$ cat config.mk
export PLATFORM = sky130hd
export DESIGN_NAME = gpr_wb_ctrl
export DESIGN_NICKNAME = d
export VERILOG_FILES = /design/src/rtl/gpr_pkg.sv /design/src/rtl/gpr_rr_arb2.sv /design/src/rtl/gpr_wb_ctrl.sv
export SDC_FILE = /design/constraint.sdc
export NUM_CORES = 1
export LEC_CHECK = 0
export BUFFER_PORTS_ARGS = -buffer_cell sky130_fd_sc_hd__clkbuf_2
export CORE_MARGIN = 2
export CORE_UTILIZATION = 46
export CTS_BUF_LIST = sky130_fd_sc_hd__clkbuf_8
export CTS_CLUSTER_DIAMETER = 120
export CTS_CLUSTER_SIZE = 14
export DETAILED_ROUTE_END_ITERATION = 12
export GPL_TIMING_DRIVEN = 0
export MAX_ROUTING_LAYER = met4
export PLACE_DENSITY = 0.8
export SLEW_MARGIN = 15
export SYNTH_ARGS = -nofsm -noshare
export SYNTH_HDL_FRONTEND = slang
export SYNTH_SLANG_ARGS = --single-unit
$ cat constraint.sdc
create_clock -name clock -period 2.75 [get_ports clock]
set_input_delay 0.1375 -clock clock [delete_from_list [all_inputs] [get_ports clock]]
set_output_delay 0.1375 -clock clock [all_outputs]
set_load 0.005 [all_outputs]
$ cat src/rtl/gpr_pkg.sv
// gpr_pkg: shared GPR write-back types and sizes
package gpr_pkg;
  localparam int NR_REG = 16;
  localparam int ADDR_W = 5;
  localparam int DATA_W = 32;
  localparam int IDX_W = $clog2(NR_REG);
  typedef logic [ADDR_W-1:0] gpr_addr_t;
  typedef logic [DATA_W-1:0] gpr_data_t;
  typedef enum logic {WB_EXU = 1'b0, WB_LSU = 1'b1} wb_src_e;
  // x0 and addresses beyond the file are never tracked by the scoreboard
  function automatic logic tracked(input gpr_addr_t a);
    return a != '0 && int'(a) < NR_REG;
  endfunction
  function automatic logic is_busy(input logic [NR_REG-1:0] busy, input gpr_addr_t a);
    return tracked(a) && busy[a[IDX_W-1:0]];
  endfunction
endpackage

$ cat src/rtl/gpr_rr_arb2.sv
// gpr_rr_arb2: 2-way round-robin arbiter, index 0 = EXU, index 1 = LSU
module gpr_rr_arb2
  import gpr_pkg::*;
(
  input  logic       clock,
  input  logic       reset,
  input  logic [1:0] req,
  output logic [1:0] gnt
);
  wb_src_e ptr;
  always_comb gnt = (&req) ? (ptr == WB_LSU ? 2'b10 : 2'b01) : req;
  always_ff @(posedge clock)
    if (!reset) ptr <= WB_EXU;
    else if (|gnt) ptr <= gnt[0] ? WB_LSU : WB_EXU;
endmodule

$ cat src/rtl/gpr_wb_ctrl.sv
// gpr_wb_ctrl: GPR write-back arbiter and RAW/WAW issue scoreboard
module gpr_wb_ctrl
  import gpr_pkg::*;
#(
  parameter int MAX_INFLIGHT = 4
) (
  input  logic                              clock,
  input  logic                              reset,
  input  logic                              iss_valid,
  output logic                              iss_ready,
  input  logic [ADDR_W-1:0]                 iss_rd,
  input  logic [ADDR_W-1:0]                 iss_rs1,
  input  logic [ADDR_W-1:0]                 iss_rs2,
  input  logic                              exu_valid,
  output logic                              exu_ready,
  input  logic [ADDR_W-1:0]                 exu_rd,
  input  logic [DATA_W-1:0]                 exu_data,
  input  logic                              lsu_valid,
  output logic                              lsu_ready,
  input  logic [ADDR_W-1:0]                 lsu_rd,
  input  logic [DATA_W-1:0]                 lsu_data,
  output logic                              gpr_wen,
  output logic [ADDR_W-1:0]                 gpr_waddr,
  output logic [DATA_W-1:0]                 gpr_wdata,
  output logic [$clog2(MAX_INFLIGHT+1)-1:0] inflight,
  output logic                              err
);
  localparam int IW = $clog2(MAX_INFLIGHT+1);
  logic [NR_REG-1:0] busy, busy_nxt;
  logic [1:0] gnt;
  logic fire, any_gnt, dec;
  gpr_addr_t g_rd;
  gpr_data_t g_data;
  gpr_rr_arb2 u_arb (.clock, .reset, .req({lsu_valid, exu_valid}), .gnt);
  assign exu_ready = gnt[0];
  assign lsu_ready = gnt[1];
  assign any_gnt = |gnt;
  assign g_rd = gnt[1] ? lsu_rd : exu_rd;
  assign g_data = gnt[1] ? lsu_data : exu_data;
  assign iss_ready = !is_busy(busy, iss_rs1) && !is_busy(busy, iss_rs2) &&
                     !is_busy(busy, iss_rd) && inflight < IW'(MAX_INFLIGHT);
  assign fire = iss_valid && iss_ready;
  assign dec = any_gnt && inflight != '0;
  // clear on the GPR update edge; a same-cycle set of the same bit wins
  always_comb begin
    busy_nxt = busy;
    if (gpr_wen && tracked(gpr_waddr)) busy_nxt[gpr_waddr[IDX_W-1:0]] = 1'b0;
    if (fire && tracked(iss_rd)) busy_nxt[iss_rd[IDX_W-1:0]] = 1'b1;
    busy_nxt[0] = 1'b0;
  end
  always_ff @(posedge clock)
    if (!reset) begin
      busy <= '0;
      inflight <= '0;
      gpr_wen <= 1'b0;
      gpr_waddr <= '0;
      gpr_wdata <= '0;
      err <= 1'b0;
    end else begin
      busy <= busy_nxt;
      inflight <= inflight + IW'(fire) - IW'(dec);
      gpr_wen <= any_gnt && g_rd != '0;
      if (any_gnt) begin
        gpr_waddr <= g_rd;
        gpr_wdata <= g_data;
      end
      if (any_gnt && (inflight == '0 || (g_rd != '0 && !is_busy(busy, g_rd)))) err <= 1'b1;
    end
endmodule
==> reports/qor.yml, run 1 <==
final_max_slew_viol_count: 0
root_buffer: "clkbuf_8"
cp-end-kind: "register"
core_um2: 7290
postCtsHoldBufs: 0
yosys_warnings: 0
power_leakage_nw: 2.01
num_vias: 3756
nNetsFinal: 631
seq_area_um2: 1170
syn_area_um2: 3470
tritoncts: "built"
violations: "setup timing"
hold_viol: 0
first_global_vias: 3655
antenna_found_initial: 0
final_cells: 638
drc: 0
synth_area_per_cell_um2: 9.07
synth.distinct_cells: 59
grt_use_total_pct: 27.0
first_pass_iters: 4
die_h_um: 90.9
powerDensity_nw_per_um2: 564
num_antenna_cells: 0
worstSetupStartpoint: "busy[11]"
max_cap_violations: 0
final_critical_path_setup_slack_ns: -0.135
drive_gt1_share_pct: 36.5
post_drt_wl_per_cell_um: 17.3
synth_edf_count: 0
finClkSkew_ns: 0.0115
gp_congestion: 0.949
grt_pass1_wl_um: 17600
clock-sinks: 58
htreeDepth: 3
ys_ff_latch: 58
synth_ff_type: "dfxtp_1"
critical_path_class: "register to register"
cts.reportedPaths.clkPinSlew_ns: 0.08
drtIter0Drc: 249
clk_latency_ns: 0.34
io_pins: 139
ir_worst_vdd_v: 0.000372
path_max_fanout: 4
tightest_slew_ns: 0.677
yosys.area.top_type: "dfxtp_1"
dp.cells: 617
final.setup.tns_ns: -0.135
relSlewSlack_pct: 54.5
num_rows: 31
numCtsBuffers: 9
fp.dieW_um: 90.9
fmax_mhz: 347
dpl_worst_slack_ns: -0.448
avgViaCountPerCell: 5.89
period_share_pct: 105
io_buffers: 135
initial_core_util_pct: 47.6
postRouteAntennaNets: 0
hp-class: "primary input to register"
die_area_um2: 8260
yosysTopAreaCellShare_pct: 33.4
wl_um: 11000
setup_violations: 1
async_flop_share_pct: 0
grt_max_degree: 12
synthTopCellsByArea: "dfxtp_1 33%, o221ai_1 7.6%, nand2b_1 6.5%"
clockBufferDepth: 2
hpwl_um: 8440
power_mw: 2.61
cp_data_arrival_time_ns: 3.12
min_from: "lsu_data[1]"
overflow: 0
holdWs_ns: 0.0352
critPathRequiredTime_ns: 2.98
synth-seq-area-share_pct: 33.4
post-route-min-period_ns: 2.88
start_kind: "register"
status: "complete, but fails checks"
syn_to_final_growth_pct: 33.1
fillers: 666
grt_setup_unrepaired: "yes"
netlist_instances: 383
multi_input_area_um2: 2200
r2r_start: "busy[11]"
syn_nets: 480
cell type report:
type / count / share of cell area [%]
buffer: 31 / 3.03
clock inverter: 7 / 2.52
timing repair buffer: 140 / 15.4
tap: 99 / 2.68
multi-input combinational: 285 / 47.6
inverter: 9 / 0.731
sequential: 58 / 25.4
clock buffer: 9 / 2.68
sequential cells by signal (all words and copies together), names as in the netlist:
signal     count
inflight       3
err            1
gpr_wen        1
u_arb.ptr      1
gpr_wdata     32
busy          15
gpr_waddr      5
what timing repair did:
action                                  CTS  global route
gates resized for setup                  16             1
pin swaps                                 6             4
buffers inserted                          3             2
endpoints found under the setup margin    2             2
cloned                                    0             0
synthesized netlist by cell type (3+ instances only):
master and instances:
o41ai_1 6, dfxtp_1 58, a21oi_1 34, mux4_2 8
buf_6 3, o311ai_0 3, o21ai_0 40, nor2_1 5
o211ai_1 14, nand2_1 22, o31ai_1 9, mux2i_1 14
buf_1 3, inv_1 8, clkbuf_1 24, mux2_2 3
a32oi_1 3, nand2b_1 36, and2_1 5, o211a_1 7
o221ai_1 30, nor2b_1 3
final timing paths:
path,end,slack [ns],cells past startpoint
max reg2reg,inflight[2],-0.13,14
min,gpr_wdata[1],0.04,2
min reg2reg,busy[14],0.55,2
max,inflight[2],-0.13,14
logic make-up (layout without fill, tap and decap cells):
kind of cell	count (synthesis)	after routing	synth area share, %
AND/OR/NAND/NOR	91	91	15.3
multiplexers	27	27	11.7
buffers and inverters	40	196	5.01
AO/OA/AOI/OAI	162	162	32.7
flip-flops	58	58	33.4
XOR/XNOR	2	2	0.504
adder cells (fa/ha/maj)	3	3	1.30
layer usage:
| metal | vias to the layer above | track usage [%] | wire length (µm) |
|---|---|---|---|
| li1 | 1795 | - | - |
| met2 | 167 | 46.0 | 5560 |
| met1 | 1785 | 33.1 | 4630 |
| met3 | 9 | 4.26 | 712 |
| met4 | 0 | 7.70 | 118 |
| met5 | - | - | 0 |
critical path: stages, from the launching register on:
cell	delay, ns
dfxtp_4	0.35
mux4_2	0.46
mux2i_1	0.18
o32a_1	0.17
o311a_4	0.19
and3_4	0.20
nand2_4	0.05
ha_4	0.21
inv_2	0.06
ha_4	0.11
inv_2	0.03
fa_2	0.34
xnor2_2	0.15
xnor2_1	0.12
and2_1	0.15
per-stage QoR:
stage | cell area (µm²) | utilization (%)
floorplan | 3480 | -
global placement | 4280 | 58.8
detailed placement | 4280 | 58.8
CTS | 4610 | 63.2
global route | 4620 | 63.4
finish | 4620 | 63.4
power breakdown:
part	internal (mW)	total, mW	switching [mW]
clock network	0.602	0.965	0.364
registers	0.912	0.980	0.0677
logic	0.328	0.661	0.332
total	1.84	2.61	0.764
cells in the final DEF, fill, tap and decap left out, types with 3 or more instances in the layout:
master / n
buf_1: 3
o21ai_0: 40
a21oi_1: 34
a32oi_1: 3
inv_1: 6
mux4_2: 8
mux2i_1: 14
nor2_1: 5
bufinv_16: 3
and2_1: 5
o311ai_0: 3
dfxtp_1: 51
inv_2: 3
nand2b_1: 36
buf_4: 5
o211ai_1: 14
o221ai_1: 30
buf_6: 3
o31ai_1: 9
clkbuf_1: 24
o41ai_1: 6
nand2_1: 21
clkbuf_8: 9
dfxtp_2: 6
clkbuf_2: 135
o211a_1: 7
nor2b_1: 3
(Power assumes the default switching activity.)
==> inputs of run 2 (changes only) <==
--- a/config.mk
+++ b/config.mk
@@ -15,6 +15,7 @@
 export GPL_TIMING_DRIVEN = 0
 export MAX_ROUTING_LAYER = met4
 export PLACE_DENSITY = 0.8
+export SETUP_SLACK_MARGIN = 0.3
 export SLEW_MARGIN = 15
 export SYNTH_ARGS = -nofsm -noshare
 export SYNTH_HDL_FRONTEND = slang
==> reports/qor.yml, run 2 (same netlist as run 1, synthesis figures left out) <==
syn_to_final_growth_pct: 31.9
grt_max_degree: 11  # -1
slowest_stage: "mux4_2"
critPathRequiredTime_ns: 2.99  # about the same
die_area_um2: 8260  # unchanged
dpl_worst_slack_ns: -0.323  # +0.126 ns
postRouteAntennaNets: 0  # unchanged
wl_um: 10800  # -1.9%
cp_data_arrival_time_ns: 3.12  # about the same
fillers: 642  # -3.6%
relSlewSlack_pct: 62.2  # +7.7 points
num_vias: 3815  # +1.6%
num_antenna_cells: 0  # unchanged
overflow: 0  # unchanged
violations: "setup timing"
fmax_mhz: 348  # +0.41%
mostFrequentLayoutCell: "clkbuf_2"
path_cells: "mux4_2 > mux2_4 > a31oi_4 > and3_4 > nand2_4 > ha_4 > inv_2 > ha_4 > inv_2 > fa_2 > xnor2_2 > xnor2_1 > and2_1"
path_max_fanout: 5  # +1
tritoncts: "built"
status: "complete, but fails checks"
drtIter0Drc: 280  # +12%
hold_viol: 0  # unchanged
cts.reportedPaths.clkPinSlew_ns: 0.07  # about the same
max_cap_violations: 0  # unchanged
min_from: "lsu_data[1]"
multi_input_area_um2: 2190  # -0.34%
antenna_found_initial: 0  # unchanged
holdPathEnd: "gpr_wdata[1]"
power_leakage_nw: 1.98  # -1.2%
worstSetupStartpoint: "busy[10]"
post_dp_cell_area_um2: 4280  # -0.12%
die_h_um: 90.9  # unchanged
avgViaCountPerCell: 6.00  # +1.9%
final_area_um2: 4580  # -0.92%
htreeDepth: 3  # unchanged
tightest_slew_ns: 0.568  # -0.109 ns
r2r_start: "busy[10]"
grt_pass1_wl_um: 17800  # +0.97%
final_max_slew_viol_count: 0  # unchanged
first_pass_iters: 5  # +1
drive_gt1_share_pct: 37.1  # +0.51 points
largestRegisters: "gpr_wdata (32), busy (15), gpr_waddr (5)"
io_buffers: 135  # unchanged
post_drt_wl_per_cell_um: 17.0  # -1.6%
powerDensity_nw_per_um2: 546  # -3.2%
gp_congestion: 0.917  # -3.3%
clockBufferDepth: 2  # unchanged
final_cell_mix: "136 x clkbuf_2, 50 x dfxtp_1, 40 x o21ai_0, 36 x nand2b_1, 34 x a21oi_1"
num_rows: 31  # unchanged
ir_worst_vdd_v: 0.000302  # -19%
largest-register: "gpr_wdata"
cp-end-kind: "register"
hpwl_um: 8180  # -3.1%
critical_path_class: "register to register"
numCtsBuffers: 9  # unchanged
start_kind: "register"
first_global_vias: 3756  # +2.8%
root_buffer: "clkbuf_8"
core_um2: 7290  # unchanged
hp-class: "primary input to register"
largest_reg_flops: 32  # unchanged
initial_core_util_pct: 47.6  # unchanged
crit_family: "multiplexers"
holdWs_ns: 0.0332  # -0.00194 ns
critical-path-max-stage-delay_ns: 0.46  # about the same
path_buf_inv: 2  # unchanged
setup_violations: 1  # unchanged
seq_area_um2: 1170  # +0.11%
finClkSkew_ns: 0.00825  # -0.00326 ns
fp.dieW_um: 90.9  # unchanged
grt_use_total_pct: 27.3  # +0.35 points
post-route-min-period_ns: 2.87  # -0.0118 ns
final_critical_path_setup_slack_ns: -0.123  # +0.0118 ns
reg2reg_depth: 13  # -1
timing.rr.end: "inflight[2]"
hold_depth: 2  # unchanged
io_pins: 139  # unchanged
power_mw: 2.50  # -4.1%
period_share_pct: 104  # -0.43 points
clock-sinks: 58  # unchanged
nNetsFinal: 629  # -0.32%
grt_setup_unrepaired: "yes"
drc: 0  # unchanged
reg2reg_slack_ns: -0.12  # about the same
clk_latency_ns: 0.34  # about the same
[run 2: changes by cell type in the layout (fill, tap and decap cells not counted)]
cell / before / now
buf_4: 5 / 3
bufinv_16: 3 / 2
clkbuf_1: 24 / 23
clkbuf_2: 135 / 136
clkbuf_8: 9 / 10
clkinv_2: 2 / 4
clkinvlp_4: 1 / 0
dfxtp_1: 51 / 50
dfxtp_2: 6 / 7
inv_6: 1 / 0
mux4_1: 2 / 0
mux4_2: 8 / 10
[run 2: cell type report]
type                    count  share of cell area (%)
multi-input cells         285                    47.9
flip-flops and latches     58                    25.6
repair buffers            138                    15.2
plain buffers              31                    3.09
clock buffers              10                    3.00
well taps                  99                    2.70
clock inverters             6                    1.75
inverters                   9                   0.738
[run 2: per-layer routing]
layer  vias up  GRT usage, %  wire, µm
met2       219          45.0      5280
met3        21          5.43       990
met1      1780          33.9      4370
met5         -             -         0
met4         0          8.59       170
li1       1795             -         -
[run 2: how the worst max path moves through the flow]
stage                        endpoint  depth (start not counted)
final                     inflight[2]                         13
after global routing      inflight[2]                         14
after CTS                 inflight[2]                         14
after detailed placement  inflight[2]                         16
after global placement    inflight[2]                         16
after floorplan           inflight[2]                         14
[run 2: metrics by stage]
step           util [%]  instances  setup TNS, ns
2_1_floorplan         -        383        -0.0361
3_3_place_gp       58.7        617         -0.382
3_5_place_dp       58.7        617         -0.426
4_1_cts            62.7        635         -0.155
5_1_grt            62.8        636         -0.208
6_report           62.8        636         -0.123
[run 2: repair_timing]
item                                    CTS  global route
hold buffers                              0             0
pin swaps                                 6             2
buffers inserted                          2             1
resized for setup                        15             2
endpoints found under the setup margin    2             2
[run 2: where the power goes]
part	internal (mW)	leakage, nW	total [mW]	switching (mW)
Sequential	0.913	0.484	0.977	0.0647
Combinational	0.318	1.38	0.644	0.326
Clock	0.528	0.116	0.879	0.351
